`src/rtl/axil_regfile_pkg.sv`:
```
// Shared types and the byte-strobe merge helper for the AXI4-Lite register file.
package axil_regfile_pkg;

    localparam int MAX_DW = 64;
    localparam int MAX_SW = MAX_DW / 8;

    typedef enum logic [1:0] {
        OKAY   = 2'b00,
        SLVERR = 2'b10
    } resp_t;

    typedef enum logic {W_IDLE, W_RESP} wr_state_t;
    typedef enum logic {R_IDLE, R_RESP} rd_state_t;

    // Operates at the widest supported data width; callers zero-extend and truncate.
    function automatic logic [MAX_DW-1:0] strb_merge(
        input logic [MAX_DW-1:0] old,
        input logic [MAX_DW-1:0] wdata,
        input logic [MAX_SW-1:0] wstrb
    );
        logic [MAX_DW-1:0] res;
        res = old;
        for (int k = 0; k < MAX_SW; k++) begin
            if (wstrb[k]) res[8*k +: 8] = wdata[8*k +: 8];
        end
        return res;
    endfunction

endpackage

```
`src/rtl/axi_lite_if.sv`:
```
// AXI4-Lite channel bundle (no PROT signals) with master and slave views.
interface AXI_LITE #(
    parameter int ADDR_WIDTH = 4,
    parameter int DATA_WIDTH = 32
);
    logic [ADDR_WIDTH-1:0]   awaddr;
    logic                    awvalid;
    logic                    awready;
    logic [DATA_WIDTH-1:0]   wdata;
    logic [DATA_WIDTH/8-1:0] wstrb;
    logic                    wvalid;
    logic                    wready;
    logic [1:0]              bresp;
    logic                    bvalid;
    logic                    bready;
    logic [ADDR_WIDTH-1:0]   araddr;
    logic                    arvalid;
    logic                    arready;
    logic [DATA_WIDTH-1:0]   rdata;
    logic [1:0]              rresp;
    logic                    rvalid;
    logic                    rready;

    modport Slave (
        input  awaddr, awvalid, wdata, wstrb, wvalid, bready, araddr, arvalid, rready,
        output awready, wready, bresp, bvalid, arready, rdata, rresp, rvalid
    );

    modport Master (
        output awaddr, awvalid, wdata, wstrb, wvalid, bready, araddr, arvalid, rready,
        input  awready, wready, bresp, bvalid, arready, rdata, rresp, rvalid
    );
endinterface

```
`src/rtl/axil_regfile_core.sv`:
```
// Register array with a byte-strobe write port and a combinational read mux.
// Read-only slots hold no state and read back their status_i slice.
module axil_regfile_core
    import axil_regfile_pkg::*;
#(
    parameter int                    DATA_WIDTH = 32,
    parameter int                    NUM_REGS   = 4,
    parameter int                    IDX_W      = 2,
    parameter logic [NUM_REGS-1:0]   RO_MASK    = '0,
    parameter logic [DATA_WIDTH-1:0] RESET_VAL  = '0
) (
    input  logic                           clk_i,
    input  logic                           rst_i,
    input  logic                           we_i,
    input  logic [IDX_W-1:0]               wr_idx_i,
    input  logic [DATA_WIDTH-1:0]          wdata_i,
    input  logic [DATA_WIDTH/8-1:0]        wstrb_i,
    input  logic [IDX_W-1:0]               rd_idx_i,
    output logic [DATA_WIDTH-1:0]          rd_data_o,
    input  logic [NUM_REGS*DATA_WIDTH-1:0] status_i,
    output logic [NUM_REGS*DATA_WIDTH-1:0] regs_o
);

    logic [NUM_REGS-1:0][DATA_WIDTH-1:0] regs_q, regs_d;
    logic [NUM_REGS-1:0][DATA_WIDTH-1:0] status_v;

    assign status_v = status_i;
    assign regs_o   = regs_q;

    always_comb begin
        regs_d = regs_q;
        for (int i = 0; i < NUM_REGS; i++) begin
            if (RO_MASK[i]) begin
                regs_d[i] = '0;
            end else if (we_i && wr_idx_i == IDX_W'(i)) begin
                regs_d[i] = DATA_WIDTH'(strb_merge(MAX_DW'(regs_q[i]), MAX_DW'(wdata_i),
                                                   MAX_SW'(wstrb_i)));
            end
        end
    end

    always_ff @(posedge clk_i or posedge rst_i) begin
        if (rst_i) begin
            for (int i = 0; i < NUM_REGS; i++) begin
                regs_q[i] <= RO_MASK[i] ? '0 : RESET_VAL;
            end
        end else begin
            regs_q <= regs_d;
        end
    end

    // Out-of-range indices fall through to zero.
    always_comb begin
        rd_data_o = '0;
        for (int i = 0; i < NUM_REGS; i++) begin
            if (rd_idx_i == IDX_W'(i)) rd_data_o = RO_MASK[i] ? status_v[i] : regs_q[i];
        end
    end

endmodule

```
`src/rtl/axil_regfile_slave.sv`:
```
// Parametrised AXI4-Lite slave register file: independent write and read FSMs
// around axil_regfile_core. Define AXIL_REGFILE_WPULSE_EN to add wr_pulse_o.
module axil_regfile_slave
    import axil_regfile_pkg::*;
#(
    parameter int                    ADDR_WIDTH = 4,
    parameter int                    DATA_WIDTH = 32,
    parameter int                    NUM_REGS   = 4,
    parameter logic [NUM_REGS-1:0]   RO_MASK    = '0,
    parameter logic [DATA_WIDTH-1:0] RESET_VAL  = '0
) (
    input  logic                           clk_i,
    input  logic                           rst_i,
    AXI_LITE.Slave                         axi_l,
    input  logic [NUM_REGS*DATA_WIDTH-1:0] status_i,
    output logic [NUM_REGS*DATA_WIDTH-1:0] regs_o
`ifdef AXIL_REGFILE_WPULSE_EN
    ,
    output logic [NUM_REGS-1:0]            wr_pulse_o
`endif
);

    localparam int ADDR_LSB = $clog2(DATA_WIDTH / 8);
    localparam int IDX_W    = ADDR_WIDTH - ADDR_LSB;
    localparam int STRB_W   = DATA_WIDTH / 8;

    wr_state_t             wr_state_q, wr_state_d;
    logic                  aw_held_q, aw_held_d;
    logic                  w_held_q, w_held_d;
    logic [IDX_W-1:0]      aw_idx_q, aw_idx_d;
    logic [DATA_WIDTH-1:0] wdata_q, wdata_d;
    logic [STRB_W-1:0]     wstrb_q, wstrb_d;
    resp_t                 bresp_q, bresp_d;

    rd_state_t             rd_state_q, rd_state_d;
    logic [DATA_WIDTH-1:0] rdata_q, rdata_d;
    resp_t                 rresp_q, rresp_d;

    logic                  rdy_en_q, rdy_en_d;
    logic                  aw_hs, w_hs, ar_hs;
    logic                  wr_commit, wr_ok, rd_ok;
    logic [IDX_W-1:0]      ar_idx;
    logic [DATA_WIDTH-1:0] core_rd;
    logic                  unused_addr_lsbs;

    assign unused_addr_lsbs = ^{axi_l.awaddr[ADDR_LSB-1:0], axi_l.araddr[ADDR_LSB-1:0]};
    assign ar_idx = axi_l.araddr[ADDR_WIDTH-1:ADDR_LSB];

    // Readies stay low until the first edge after reset release.
    assign axi_l.awready = rdy_en_q && (wr_state_q == W_IDLE) && !aw_held_q;
    assign axi_l.wready  = rdy_en_q && (wr_state_q == W_IDLE) && !w_held_q;
    assign axi_l.bvalid  = (wr_state_q == W_RESP);
    assign axi_l.bresp   = bresp_q;
    assign axi_l.arready = rdy_en_q && (rd_state_q == R_IDLE);
    assign axi_l.rvalid  = (rd_state_q == R_RESP);
    assign axi_l.rdata   = rdata_q;
    assign axi_l.rresp   = rresp_q;

    assign aw_hs = axi_l.awvalid && axi_l.awready;
    assign w_hs  = axi_l.wvalid && axi_l.wready;
    assign ar_hs = axi_l.arvalid && axi_l.arready;

    always_comb begin
        wr_ok = 1'b0;
        rd_ok = 1'b0;
        for (int i = 0; i < NUM_REGS; i++) begin
            if (aw_idx_q == IDX_W'(i) && !RO_MASK[i]) wr_ok = 1'b1;
            if (ar_idx == IDX_W'(i)) rd_ok = 1'b1;
        end
    end

    always_comb begin
        rdy_en_d   = 1'b1;
        wr_state_d = wr_state_q;
        aw_held_d  = aw_held_q;
        w_held_d   = w_held_q;
        aw_idx_d   = aw_idx_q;
        wdata_d    = wdata_q;
        wstrb_d    = wstrb_q;
        bresp_d    = bresp_q;
        wr_commit  = 1'b0;
        unique case (wr_state_q)
            W_IDLE: begin
                if (aw_held_q && w_held_q) begin
                    wr_commit  = 1'b1;
                    aw_held_d  = 1'b0;
                    w_held_d   = 1'b0;
                    bresp_d    = wr_ok ? OKAY : SLVERR;
                    wr_state_d = W_RESP;
                end else begin
                    if (aw_hs) begin
                        aw_held_d = 1'b1;
                        aw_idx_d  = axi_l.awaddr[ADDR_WIDTH-1:ADDR_LSB];
                    end
                    if (w_hs) begin
                        w_held_d = 1'b1;
                        wdata_d  = axi_l.wdata;
                        wstrb_d  = axi_l.wstrb;
                    end
                end
            end
            W_RESP: begin
                if (axi_l.bready) wr_state_d = W_IDLE;
            end
            default: wr_state_d = W_IDLE;
        endcase
    end

    // Read data is latched from the pre-commit register value, so a read
    // racing a write to the same slot returns the old contents.
    always_comb begin
        rd_state_d = rd_state_q;
        rdata_d    = rdata_q;
        rresp_d    = rresp_q;
        unique case (rd_state_q)
            R_IDLE: begin
                if (ar_hs) begin
                    rdata_d    = rd_ok ? core_rd : '0;
                    rresp_d    = rd_ok ? OKAY : SLVERR;
                    rd_state_d = R_RESP;
                end
            end
            R_RESP: begin
                if (axi_l.rready) rd_state_d = R_IDLE;
            end
            default: rd_state_d = R_IDLE;
        endcase
    end

    always_ff @(posedge clk_i or posedge rst_i) begin
        if (rst_i) begin
            rdy_en_q   <= 1'b0;
            wr_state_q <= W_IDLE;
            aw_held_q  <= 1'b0;
            w_held_q   <= 1'b0;
            aw_idx_q   <= '0;
            wdata_q    <= '0;
            wstrb_q    <= '0;
            bresp_q    <= OKAY;
            rd_state_q <= R_IDLE;
            rdata_q    <= '0;
            rresp_q    <= OKAY;
        end else begin
            rdy_en_q   <= rdy_en_d;
            wr_state_q <= wr_state_d;
            aw_held_q  <= aw_held_d;
            w_held_q   <= w_held_d;
            aw_idx_q   <= aw_idx_d;
            wdata_q    <= wdata_d;
            wstrb_q    <= wstrb_d;
            bresp_q    <= bresp_d;
            rd_state_q <= rd_state_d;
            rdata_q    <= rdata_d;
            rresp_q    <= rresp_d;
        end
    end

    axil_regfile_core #(
        .DATA_WIDTH (DATA_WIDTH),
        .NUM_REGS   (NUM_REGS),
        .IDX_W      (IDX_W),
        .RO_MASK    (RO_MASK),
        .RESET_VAL  (RESET_VAL)
    ) u_core (
        .clk_i     (clk_i),
        .rst_i     (rst_i),
        .we_i      (wr_commit && wr_ok),
        .wr_idx_i  (aw_idx_q),
        .wdata_i   (wdata_q),
        .wstrb_i   (wstrb_q),
        .rd_idx_i  (ar_idx),
        .rd_data_o (core_rd),
        .status_i  (status_i),
        .regs_o    (regs_o)
    );

`ifdef AXIL_REGFILE_WPULSE_EN
    logic [NUM_REGS-1:0] wr_pulse_q, wr_pulse_d;

    always_comb begin
        wr_pulse_d = '0;
        for (int i = 0; i < NUM_REGS; i++) begin
            if (wr_commit && wr_ok && aw_idx_q == IDX_W'(i)) wr_pulse_d[i] = 1'b1;
        end
    end

    always_ff @(posedge clk_i or posedge rst_i) begin
        if (rst_i) wr_pulse_q <= '0;
        else       wr_pulse_q <= wr_pulse_d;
    end

    assign wr_pulse_o = wr_pulse_q;
`endif

endmodule

```
`src/flat_wrapper.sv`:
```
// flat-port wrapper written by rule: the top's interface ports become plain ports
module axil_regfile_slave_flat import axil_regfile_pkg::*;
#(
    parameter int                    ADDR_WIDTH = 4,
    parameter int                    DATA_WIDTH = 32,
    parameter int                    NUM_REGS   = 4,
    parameter logic [NUM_REGS-1:0]   RO_MASK    = '0,
    parameter logic [DATA_WIDTH-1:0] RESET_VAL  = '0
)
  (clk_i, rst_i, status_i, regs_o, axi_l_awaddr, axi_l_awvalid, axi_l_wdata, axi_l_wstrb, axi_l_wvalid, axi_l_bready, axi_l_araddr, axi_l_arvalid, axi_l_rready, axi_l_awready, axi_l_wready, axi_l_bresp, axi_l_bvalid, axi_l_arready, axi_l_rdata, axi_l_rresp, axi_l_rvalid);
  AXI_LITE #(.ADDR_WIDTH(ADDR_WIDTH), .DATA_WIDTH(DATA_WIDTH)) axi_l_i ();
  input  logic clk_i;
  input  logic rst_i;
  input  logic [NUM_REGS*DATA_WIDTH-1:0] status_i;
  output logic [NUM_REGS*DATA_WIDTH-1:0] regs_o;
  input wire logic [$bits(axi_l_i.awaddr)-1:0] axi_l_awaddr;
  input wire logic [$bits(axi_l_i.awvalid)-1:0] axi_l_awvalid;
  input wire logic [$bits(axi_l_i.wdata)-1:0] axi_l_wdata;
  input wire logic [$bits(axi_l_i.wstrb)-1:0] axi_l_wstrb;
  input wire logic [$bits(axi_l_i.wvalid)-1:0] axi_l_wvalid;
  input wire logic [$bits(axi_l_i.bready)-1:0] axi_l_bready;
  input wire logic [$bits(axi_l_i.araddr)-1:0] axi_l_araddr;
  input wire logic [$bits(axi_l_i.arvalid)-1:0] axi_l_arvalid;
  input wire logic [$bits(axi_l_i.rready)-1:0] axi_l_rready;
  output wire logic [$bits(axi_l_i.awready)-1:0] axi_l_awready;
  output wire logic [$bits(axi_l_i.wready)-1:0] axi_l_wready;
  output wire logic [$bits(axi_l_i.bresp)-1:0] axi_l_bresp;
  output wire logic [$bits(axi_l_i.bvalid)-1:0] axi_l_bvalid;
  output wire logic [$bits(axi_l_i.arready)-1:0] axi_l_arready;
  output wire logic [$bits(axi_l_i.rdata)-1:0] axi_l_rdata;
  output wire logic [$bits(axi_l_i.rresp)-1:0] axi_l_rresp;
  output wire logic [$bits(axi_l_i.rvalid)-1:0] axi_l_rvalid;
  assign axi_l_i.awaddr = axi_l_awaddr;
  assign axi_l_i.awvalid = axi_l_awvalid;
  assign axi_l_i.wdata = axi_l_wdata;
  assign axi_l_i.wstrb = axi_l_wstrb;
  assign axi_l_i.wvalid = axi_l_wvalid;
  assign axi_l_i.bready = axi_l_bready;
  assign axi_l_i.araddr = axi_l_araddr;
  assign axi_l_i.arvalid = axi_l_arvalid;
  assign axi_l_i.rready = axi_l_rready;
  assign axi_l_awready = axi_l_i.awready;
  assign axi_l_wready = axi_l_i.wready;
  assign axi_l_bresp = axi_l_i.bresp;
  assign axi_l_bvalid = axi_l_i.bvalid;
  assign axi_l_arready = axi_l_i.arready;
  assign axi_l_rdata = axi_l_i.rdata;
  assign axi_l_rresp = axi_l_i.rresp;
  assign axi_l_rvalid = axi_l_i.rvalid;
  axil_regfile_slave #(.ADDR_WIDTH(ADDR_WIDTH), .DATA_WIDTH(DATA_WIDTH), .NUM_REGS(NUM_REGS), .RO_MASK(RO_MASK), .RESET_VAL(RESET_VAL)) u_core (.clk_i(clk_i), .rst_i(rst_i), .axi_l(axi_l_i), .status_i(status_i), .regs_o(regs_o));
endmodule
```
`config.mk`:
```
export PLATFORM = sky130hd
export DESIGN_NAME = axil_regfile_slave_flat
export DESIGN_NICKNAME = d
export VERILOG_FILES = /design/src/rtl/axil_regfile_pkg.sv /design/src/rtl/axi_lite_if.sv /design/src/rtl/axil_regfile_core.sv /design/src/rtl/axil_regfile_slave.sv /design/src/flat_wrapper.sv
export SDC_FILE = /design/constraint.sdc
export NUM_CORES = 1
export LEC_CHECK = 0
export CAP_MARGIN = 10
export CORE_ASPECT_RATIO = 1.1
export CORE_MARGIN = 3
export CORE_UTILIZATION = 44
export CTS_CLUSTER_SIZE = 30
export DETAILED_ROUTE_END_ITERATION = 10
export GPL_TIMING_DRIVEN = 1
export PLACE_DENSITY = 0.81
export RECOVER_POWER = 50
export SKIP_LAST_GASP = 1
export SYNTH_ARGS = -nofsm -noshare
export SYNTH_HDL_FRONTEND = slang
export SYNTH_SLANG_ARGS = --single-unit
```
`constraint.sdc`:
```
create_clock -name clk_i -period 10.5 [get_ports clk_i]
set_input_delay 2.625 -clock clk_i [delete_from_list [all_inputs] [get_ports clk_i]]
set_output_delay 2.625 -clock clk_i [all_outputs]
set_load 0.02 [all_outputs]
```
After elaboration in Yosys (flattened, before gate mapping):

Cells that the tools add are included.

* mux-type cells: 26
* eq/ne operators: 6
* bitwise logic cells: 3
* reduce and logical (&&, ||, !) cells: 41

Operator list (number)
* 32-bit 2-to-1 mux: 5
* 2-bit AND reduction: 20
* 1-bit 2-to-1 mux: 17
* 1-bit logical AND: 13
* 2-bit == test (second input constant): 4
* 3-bit AND reduction: 2
* 2-bit by 1-bit == test with 1-bit output (second input constant): 2
* 2-bit zero test: 2
* 2-bit 2-to-1 mux: 2
* 1-bit one-hot mux with 2 select lines: 2
* 2-bit nonzero test: 2
* 1-bit inverter: 3
* 1-bit zero test: 2

* register bits: 207
* input port bits: 179

Logic depth before layout (Yosys ltp):

Gate-level depths: netlist (run 1).

* depth after elaboration: 8
* gate-level depth with buffers: 5
* depth with buffers taken out: 3

Hierarchy:

A second synthesis (run 1) with hierarchy kept.

* cells, all modules: 498
* area, all modules: 8843.5 µm²

By module, submodules not included
* axil_regfile_core: times used 1, seq. area each 3203.1 µm², area each 5811.8 µm², cells an instance 320
* axil_regfile_slave: times used 1, seq. area each 1926.8 µm², area each 3031.7 µm², cells an instance 178

Least setup slack after synthesis (run 1):

OpenSTA, ideal clock, no wires.

* path type: input-to-reg
* start: input axi_l_araddr[3]
* end: register u_core.rdata_q[10], in the netlist u_core.axi_l.rdata[10]
* data arrival time: 3.556 ns
* path slack: 6.801 ns
* setup time: 0.142 ns
* stages: 4
* cell sequence: clkbuf_1 > buf_2 > mux2i_1 > o221ai_1

* longest elaborated chain between the ends: 6

RTL lines
* start, declared: line flat_wrapper.sv:22 `input wire logic [$bits(axi_l_i.araddr)-1:0] axi_l_araddr;`
* 2-bit zero test: line axil_regfile_core.sv:56, axil_regfile_slave.sv:68
* 32-bit 2-to-1 mux / 1-bit 2-to-1 mux (equally long branches) (4 in a row): line axil_regfile_core.sv:56, axil_regfile_slave.sv:68
* 32-bit 2-to-1 mux *: line axil_regfile_slave.sv:118 `rdata_d = rd_ok ? core_rd : '0;`
* end signal, assigned: line axil_regfile_slave.sv:153 `rdata_q <= rdata_d;`
* end, declared: line axil_regfile_slave.sv:36 `logic [DATA_WIDTH-1:0] rdata_q, rdata_d;`

Every way passes the cells marked *; elsewhere a longest branch is shown, timed or not.
A chain may end at the register's enable or synchronous reset.

Worst setup path in the final report (run 1):

* start: input axi_l_wvalid
* end: register u_core.wdata_q[5]

* longest elaborated chain between the ends: 2

RTL lines
* start, declared: line flat_wrapper.sv:20 `input wire logic [$bits(axi_l_i.wvalid)-1:0] axi_l_wvalid;`
* 1-bit logical AND: line axil_regfile_slave.sv:60 `assign w_hs = axi_l.wvalid && axi_l.wready;`
* 3-bit AND reduction (no source line)
* end signal, assigned: line axil_regfile_slave.sv:149 `wdata_q <= wdata_d;`
* end, declared: line axil_regfile_slave.sv:31 `logic [DATA_WIDTH-1:0] wdata_q, wdata_d;`

No other way between the ends.

==> flow_metrics.env, run 1 <==
export IMPL_clk_latency_ns=0.49
export IMPL_dr_pass1_iters=6
export IMPL_die_height_um=153
export IMPL_p_leak_nw=5.03
export IMPL_synth_top_area_share_pct=59.7
export IMPL_finClkSkew_ns=0.0113
export IMPL_critPathKind="in -> reg"
export IMPL_synth_cell_types=32
export IMPL_postCtsSetupBuffers=0
export IMPL_cts_sinks=205
export IMPL_cp_start_kind="input pin"
export IMPL_syn_inst=575
export IMPL_report_final_slew_viol_count=21
export IMPL_grt_setup_unrepaired="false"
export IMPL_grt_usage_pct=20.6
export IMPL_grt_pass1_wl_um=35300
export IMPL_wl_per_cell_um=21.2
export IMPL_overflow=0
export IMPL_fin_area_um2=11400
export IMPL_max_freq_ghz=0.190
export IMPL_drive_gt1_share_pct=21.1
export IMPL_muxShareOfSynthArea_pct=29.9
export IMPL_end_kind="flip-flop"
export IMPL_synth_simple_area_share_pct=4.96
export IMPL_hp_class="reg -> reg"
export IMPL_synth_area_um2=8600
export IMPL_cts_buffer_depth=3
export IMPL_cp_arrival_ns=5.62
export IMPL_synth_xor_area_share_pct=0
export IMPL_synth_top_area_cell="dfrtp_1"
export IMPL_synth_top_family_by_area="multiplexers"
export IMPL_postRouteAntennaNets=0
export IMPL_rows=53
export IMPL_root_buffer="clkbuf_16"
export IMPL_drt_initial_drc_count=248
export IMPL_n_antenna_cell=0
export IMPL_hold_violations=0
export IMPL_post_cts_resized=0
export IMPL_nets=968
export IMPL_syn_mean_instance_area_um2=15.0
export IMPL_tightest_slew_ns=1.99
export IMPL_ys_top_cells_by_area="dfrtp_1, mux2_2, mux2i_1"
export IMPL_worst_path_buf_inv=2
export IMPL_yosysMostFrequentCell="dfrtp_1"
export IMPL_cts_htree_levels=1
export IMPL_io_buffers=213
export IMPL_drc=0
export IMPL_synth_compound_area_share_pct=3.59
export IMPL_vias=5665
export IMPL_status="finished, violations left"
export IMPL_setup_violations=0
export IMPL_fill_cells=1552
export IMPL_place_congestion=0.728
export IMPL_ys_warn_count=0
export IMPL_die_x_um=139
export IMPL_die_area_um2=21300
export IMPL_area_growth_pct=32.6
export IMPL_fin_util_pct=59.5
export IMPL_ctsHoldBuffers=0
export IMPL_path_delay_family="simple AND/OR/NAND/NOR gates"
export IMPL_clkTransAtPathRegs_ns=0.05
export IMPL_synthFlopType="dfrtp_1"
export IMPL_first_global_vias=6069
export IMPL_dp_hpwl_um=14200
export IMPL_whs_ns=0.490
export IMPL_slowest_stage="nor3b_1"
export IMPL_synth_seq_cells=205
export IMPL_initial_core_util_pct=44.9
export IMPL_vias_per_cell=5.41
export IMPL_crit_path_max_fanout=27
export IMPL_violations="max-capacitance violations, max-slew violations"
export IMPL_min_period_ns=5.25
export IMPL_yosys_top_cells_count="dfrtp_1, mux2_2, mux2i_1, nand2_1, o221ai_1"
export IMPL_finalWirelength_um=22200
export IMPL_relSlewSlack_pct=-32.9
export IMPL_place_area_um2=11000
export IMPL_ys_seq_area_share_pct=59.7
export IMPL_numCtsBuffers=21
export IMPL_period_share_pct=50.0
export IMPL_cts_tree="done"
export IMPL_async_flop_share_pct=100
export IMPL_synthAdderAreaFrac_pct=0
export IMPL_io_pins=348
export IMPL_worstPathCellList="clkdlybuf4s50_1, nor3b_1, buf_4, mux2_2"
export IMPL_slowest_delay_ns=1.52
export IMPL_drv_cap=2
export IMPL_finalSetupTns_ns=0
export IMPL_grt_max_degree=154
export IMPL_p_per_area_nw_per_um2=323
export IMPL_vdd_drop_max_v=0.000200
export IMPL_critPathRequiredTime_ns=10.87
export IMPL_coreArea_um2=19200
export IMPL_antenna_found_initial=1
export IMPL_synth_edff_count=0
[registers in the layout (all words and copies together) (netlist names), 2 cells and up]
name,cells
u_core.aw_idx_q,2
u_core.u_core.regs_o,128
u_core.axi_l.rdata,32
u_core.wstrb_q,4
u_core.wdata_q,32
[per-layer routing]
layer | up-vias | routed length (um) | GRT usage, %
li1 | 2513 | - | -
met1 | 2903 | 9360 | 27.1
met2 | 198 | 10600 | 33.9
met3 | 49 | 1750 | 6.09
met4 | 2 | 491 | 5.13
met5 | - | 13 | 0
[power breakdown]
group / total, W / switching, W / internal, W / leakage, nW
Clock: 0.000681 / 0.000299 / 0.000382 / 0.301
Combinational: 0.00153 / 0.000713 / 0.000813 / 2.11
Sequential: 0.00148 / 0.000328 / 0.00115 / 2.62
[per-stage QoR]
| step | cells | setup slack (ns) | total power [W] |
|---|---|---|---|
| 2_1_floorplan | 576 | 2.28 | 0.00229 |
| 3_5_place_dp | 1013 | 5.42 | 0.00307 |
| 5_1_grt | 1048 | 5.10 | 0.00389 |
| 3_3_place_gp | 1013 | 5.44 | 0.00302 |
| 4_1_cts | 1048 | 5.91 | 0.00377 |
| 6_report | 1048 | 5.25 | 0.00369 |
[cell usage in the layout (no fill, tap or decap), drive strengths merged, types with 3 or more instances in the layout]
cell,n
inv,3
clkdlybuf4s50,209
clkinv,5
dfrtp,205
clkbuf,31
mux2i,64
dlygate4sd3,3
nor3b,4
nor2,15
o221ai,32
mux2,166
nand2,37
conb,3
buf,5
[final cells by class]
cell class	instances	area [um^2]	share of cell area (%)
Timing Repair Buffer	218	2160	19.0
Inverter	3	18.8	0.165
Tap cell	247	309	2.71
Sequential cell	205	5130	45.0
Clock inverter	5	28.8	0.252
Clock buffer	30	579	5.08
Multi-Input combinational cell	340	3180	27.8
[worst min-delay path: stages, from the launching register on]
cell and delay (ns):
dfrtp_1 0.34, nand2_1 0.05, o221ai_1 0.06
[kinds of logic after synthesis]
family          count (synthesis)
mux                           230
flops                         205
simple gates                   70
compound gates                 37
buf+inv                        31
other cells                     2
[worst paths after layout]
kind,endpoint,start,depth (start not counted),slack (ns)
setup / recovery,u_core.wdata_q[5],axi_l_wvalid,4,5.25
setup reg to reg,u_core.wdata_q[5],u_core.axi_l.bvalid,4,7.08
min in group asynchronous,u_core.axi_l.rvalid,rst_i,2,2.88
max in group asynchronous,u_core.wstrb_q[2],rst_i,3,6.28
hold reg to reg,u_core.axi_l.rdata[5],u_core.axi_l.rdata[5],2,0.49
hold / removal,u_core.axi_l.rdata[5],u_core.axi_l.rdata[5],2,0.49
(Power assumes the default switching activity.)
==> run 2: changes to the inputs <==
--- a/config.mk
+++ b/config.mk
@@ -8,11 +8,11 @@
 export CAP_MARGIN = 10
 export CORE_ASPECT_RATIO = 1.1
 export CORE_MARGIN = 3
-export CORE_UTILIZATION = 44
+export CORE_UTILIZATION = 39
 export CTS_CLUSTER_SIZE = 30
 export DETAILED_ROUTE_END_ITERATION = 10
 export GPL_TIMING_DRIVEN = 1
-export PLACE_DENSITY = 0.81
+export PLACE_DENSITY = 0.76
 export RECOVER_POWER = 50
 export SKIP_LAST_GASP = 1
 export SYNTH_ARGS = -nofsm -noshare
==> constraint.sdc (replaced) <==
create_clock -name clk_i -period 4.38 [get_ports clk_i]
set_input_delay 1.095 -clock clk_i [delete_from_list [all_inputs] [get_ports clk_i]]
set_output_delay 1.095 -clock clk_i [all_outputs]
set_load 0.02 [all_outputs]
==> flow_metrics.env, run 2 (same netlist as run 1, synthesis figures left out) <==
export IMPL_slowest_delay_ns=1.38
export IMPL_cp_arrival_ns=3.43
export IMPL_ctsHoldBuffers=0
export IMPL_postCtsSetupBuffers=0
export IMPL_r2r_start="u_core.axi_l.bvalid"
export IMPL_die_area_um2=23900
export IMPL_path_delay_family="buffers and inverters"
export IMPL_seq_area_um2=5130
export IMPL_cts_buffer_depth=3
export IMPL_coreArea_um2=21500
export IMPL_drc=0
export IMPL_finClkSkew_ns=0.0152
export IMPL_period_share_pct=72.7
export IMPL_worst_path_buf_inv=3
export IMPL_fill_cells=1830
export IMPL_drt_initial_drc_count=222
export IMPL_p_leak_nw=5.05
export IMPL_setup_violations=0
export IMPL_worstPathCellList="dlygate4sd3_1, clkinvlp_2, clkbuf_2"
export IMPL_cp_start_kind="input pin"
export IMPL_max_freq_ghz=0.314
export IMPL_rows=56
export IMPL_placedCellCount=1060
export IMPL_dr_pass1_iters=4
export IMPL_slowest_stage="clkbuf_2"
export IMPL_violations="max-capacitance violations, max-slew violations"
export IMPL_finalSetupTns_ns=0
export IMPL_nets=972
export IMPL_min_path_cells=1
export IMPL_dp_hpwl_um=14500
export IMPL_clk_latency_ns=0.49
export IMPL_worst_path_stages=3
export IMPL_critPathRequiredTime_ns=4.62
export IMPL_grt_pass1_wl_um=34900
export IMPL_n_antenna_cell=0
export IMPL_status="finished, violations left"
export IMPL_die_height_um=162
export IMPL_wl_per_cell_um=20.3
export IMPL_multiInputGateArea_um2=3190
export IMPL_cts_tree="done"
export IMPL_report_final_slew_viol_count=93
export IMPL_cts_htree_levels=1
export IMPL_end_kind="async pin"
export IMPL_io_buffers=213
export IMPL_post_cts_resized=0
export IMPL_grt_max_degree=95
export IMPL_hp_class="reg -> reg"
export IMPL_grt_usage_pct=18.4
export IMPL_tightest_slew_ns=1.80
export IMPL_hold_violations=0
export IMPL_io_pins=348
export IMPL_cts_sinks=205
export IMPL_final_cell_mix="clkdlybuf4s50_1, dfrtp_1, mux2_2"
export IMPL_critPathKind="in -> async"
export IMPL_vias_per_cell=5.14
export IMPL_area_growth_pct=34.2
export IMPL_min_delay_start="u_core.axi_l.rresp[1]"
export IMPL_root_buffer="clkbuf_16"
export IMPL_p_per_area_nw_per_um2=767
export IMPL_drv_cap=2
export IMPL_die_x_um=148
export IMPL_final_common_cell="clkdlybuf4s50_1"
export IMPL_vdd_drop_max_v=0.000399
export IMPL_overflow=0
export IMPL_initial_core_util_pct=40.0
export IMPL_largest_reg_flops=128
export IMPL_postRouteAntennaNets=0
export IMPL_antenna_found_initial=2
export IMPL_clkTransAtPathRegs_ns=0.06
export IMPL_cp_startpoint="rst_i"
export IMPL_stdcell_count=1094
export IMPL_finalWirelength_um=22200
export IMPL_grt_setup_unrepaired="false"
export IMPL_reg2reg_depth=4
export IMPL_drive_gt1_share_pct=22.5
export IMPL_place_congestion=0.732
export IMPL_crit_path_max_fanout=71
export IMPL_numCtsBuffers=21
export IMPL_min_period_ns=3.18
export IMPL_vias=5622
export IMPL_relSlewSlack_pct=-20.0
export IMPL_first_global_vias=5985
run 2: changes by cell type in the layout (fill, tap and decap cells not counted), moves of 3 or more:
cell	change
clkbuf_8	+3
nor3b_2	+3
mux2_2	+5
nor3b_1	-3
clkinv_2	-3
mux2_1	-5
run 2: stage by stage:
stage                     instance area (um^2)  hold WS, ns  utilization, %  power, W  setup slack, ns
after floorplan                           8610        0.481               -   0.00548            0.627
after global placement                   11100        0.469            51.5   0.00726             1.22
after detailed placement                 11100        0.472            51.5   0.00735             1.20
after CTS                                11700        0.492            54.4   0.00906             1.32
after global routing                     11500        0.508            53.6   0.00935            0.767
final                                    11500        0.486            53.6   0.00886             1.20
run 2: path summary, 6_finish.rpt:
kind,endpoint,slack (ns)
max in group clk_i,axi_l_awready,1.34
worst max-delay path,u_core.wdata_q[7],1.20
worst max register to register,u_core.wdata_q[16],1.74
worst min register to register,u_core.axi_l.rresp[1],0.49
worst min-delay path,u_core.axi_l.rresp[1],0.49
min in group asynchronous,u_core.wdata_q[26],1.09
run 2: layout make-up:
class / count / share of cell area [%]
clock inverters: 1 / 0.0434
multi-input cells: 340 / 27.7
flip-flops and latches: 205 / 44.5
repair buffers: 222 / 19.2
inverters: 3 / 0.108
clock buffers: 33 / 5.38
well taps: 290 / 3.14
run 2: per-layer routing:
metal | share of wire, % | GRT usage, % | up-vias
met3 | 6.1 | 4.55 | 29
met1 | 43 | 23.9 | 2892
li1 | - | - | 2529
met4 | 1.4 | 3.43 | 4
met5 | 0.12 | 0 | -
met2 | 49 | 31.7 | 168
run 2: where the power goes:
group	internal [W]	total [W]	leakage [nW]	switching, W
clock	0.000963	0.00165	0.307	0.000691
combinational	0.00196	0.00365	2.13	0.00168
sequential	0.00276	0.00355	2.62	0.000791
==> run 3: changes to the inputs <==
==> constraint.sdc (replaced) <==
create_clock -name clk_i -period 2.7 [get_ports clk_i]
set_input_delay 0.675 -clock clk_i [delete_from_list [all_inputs] [get_ports clk_i]]
set_output_delay 0.675 -clock clk_i [all_outputs]
set_load 0.02 [all_outputs]
==> flow_metrics.env, run 3 (same netlist as run 1, synthesis figures left out) <==
export IMPL_report_final_slew_viol_count=0
export IMPL_overflow=0
export IMPL_place_congestion=0.734
export IMPL_fin_area_um2=11700
export IMPL_cts_htree_levels=1
export IMPL_largest_reg_flops=128
export IMPL_slowest_stage="clkdlybuf4s50_1"
export IMPL_ctsHoldBuffers=0
export IMPL_grt_pass1_wl_um=34200
export IMPL_coreArea_um2=21500
export IMPL_min_to="u_core.axi_l.rresp[1]"
export IMPL_post_cts_resized=0
export IMPL_grt_max_degree=108
export IMPL_setup_violations=0
export IMPL_n_antenna_cell=0
export IMPL_finClkSkew_ns=0.00956
export IMPL_r2r_end="u_core.u_core.regs_o[59]"
export IMPL_p_per_area_nw_per_um2=1250
export IMPL_max_freq_ghz=0.397
export IMPL_rows=56
export IMPL_vias=5624
export IMPL_fin_util_pct=54.5
export IMPL_grt_setup_unrepaired="false"
export IMPL_dr_pass1_iters=4
export IMPL_slowest_delay_ns=0.66
export IMPL_tightest_slew_ns=1.46
export IMPL_status="completed"
export IMPL_nets=974
export IMPL_r2r_start="u_core.w_held_q"
export IMPL_period_share_pct=93.3
export IMPL_finalWirelength_um=21800
export IMPL_finalSetupTns_ns=0
export IMPL_area_growth_pct=36.3
export IMPL_r2r_setup_slack_ns=0.59
export IMPL_grt_usage_pct=17.9
export IMPL_critPathKind="reg -> out"
export IMPL_vias_per_cell=5.13
export IMPL_cts_tree="done"
export IMPL_cp_arrival_ns=1.85
export IMPL_drt_initial_drc_count=190
export IMPL_min_path_cells=1
export IMPL_initial_core_util_pct=40.0
export IMPL_worstPathCellList="nor2b_1, clkdlybuf4s50_1"
export IMPL_die_x_um=148
export IMPL_critPathRequiredTime_ns=2.03
export IMPL_cts_buffer_depth=3
export IMPL_min_period_ns=2.52
export IMPL_fill_cells=1822
export IMPL_numCtsBuffers=21
export IMPL_hp_class="reg -> reg"
export IMPL_clkTransAtPathRegs_ns=0.06
export IMPL_vdd_drop_max_v=0.000644
export IMPL_wl_per_cell_um=19.9
export IMPL_place_area_um2=11100
export IMPL_postCtsSetupBuffers=0
export IMPL_drc=0
export IMPL_dp_hpwl_um=14200
export IMPL_final_cell_mix="clkdlybuf4s50_1, dfrtp_1, mux2_2"
export IMPL_cp_start_kind="flip-flop"
export IMPL_postRouteAntennaNets=0
export IMPL_hold_violations=0
export IMPL_crit_path_max_fanout=4
export IMPL_end_kind="primary output"
export IMPL_cts_sinks=205
export IMPL_clk_latency_ns=0.49
export IMPL_relSlewSlack_pct=2.46
export IMPL_die_area_um2=23900
export IMPL_power_w=0.0147
export IMPL_reg2reg_depth=4
export IMPL_io_pins=348
export IMPL_p_leak_nw=5.21
export IMPL_io_buffers=213
export IMPL_first_global_vias=5938
export IMPL_drv_cap=0
export IMPL_drive_gt1_share_pct=24.3
export IMPL_root_buffer="clkbuf_16"
export IMPL_die_height_um=162
export IMPL_antenna_found_initial=1
export IMPL_final_common_cell="clkdlybuf4s50_1"
export IMPL_min_delay_start="u_core.axi_l.rresp[1]"
run 3: cell types whose count changed in the layout (fill, tap and decap cells not counted), moves of 2 or more:
cell	delta
buf_4	-4
mux2_1	-2
nor3b_1	+2
mux2_4	+14
bufinv_16	+2
dlymetal6s2s_1	+2
mux2_2	-12
nor2_1	-12
nor2_8	+3
clkbuf_4	+2
nor2_2	+9
nor3b_2	-2
run 3: where the power goes:
part	switching, W	internal, W
clock network	0.00114	0.00175
registers	0.00128	0.00448
logic	0.00279	0.00326
total	0.00521	0.00949
run 3: cell type report:
type                    instances  area (um^2)  share of cell area, %
inverters                       3         12.5                  0.107
well taps                     290          363                   3.10
flip-flops and latches        205         5130                   43.8
clock buffers                  31          613                   5.23
clock inverters                 4         70.1                  0.598
repair buffers                224         2220                   19.0
multi-input cells             340         3310                   28.2
run 3: critical path: cells and delay by family, from the launching register on:
| family | cells | cell delay [ns] |
|---|---|---|
| buffers and inverters | 1 | 0.66 |
| and+or+nand+nor | 1 | 0.29 |
| DFF | 1 | 0.41 |
run 3: how the worst max path moves through the flow:
| stage | slack, ns | to | from |
|---|---|---|---|
| floorplan | -0.63 | u_core.aw_held_q | rst_i |
| global placement | 0.47 | u_core.axi_l.rdata[10] | axi_l_arvalid |
| detailed placement | 0.45 | u_core.axi_l.rdata[1] | axi_l_arvalid |
| CTS | 0.05 | axi_l_awready | u_core.axi_l.bvalid |
| global route | 0.11 | axi_l_arready | u_core.rdy_en_q |
| finish | 0.18 | axi_l_arready | u_core.rdy_en_q |
run 3: layer usage:
metal  part of all wire [%]  vias to the layer above  GRT usage, %  routed length, um
li1                       -                     2530             -                  -
met3                    6.4                       27          4.19               1400
met2                     49                      177          29.9              10700
met4                    1.4                        2          3.86                304
met5                  0.060                        -             0                 13
met1                     43                     2888          24.0               9400
run 3: metrics by stage:
stage               instances  worst slack, ns  hold WS [ns]
global route             1097            0.112         0.507
global placement         1062            0.473         0.469
CTS                      1097           0.0538         0.488
floorplan                 576           -0.633         0.481
finish                   1097            0.180         0.485
detailed placement       1062            0.448         0.470
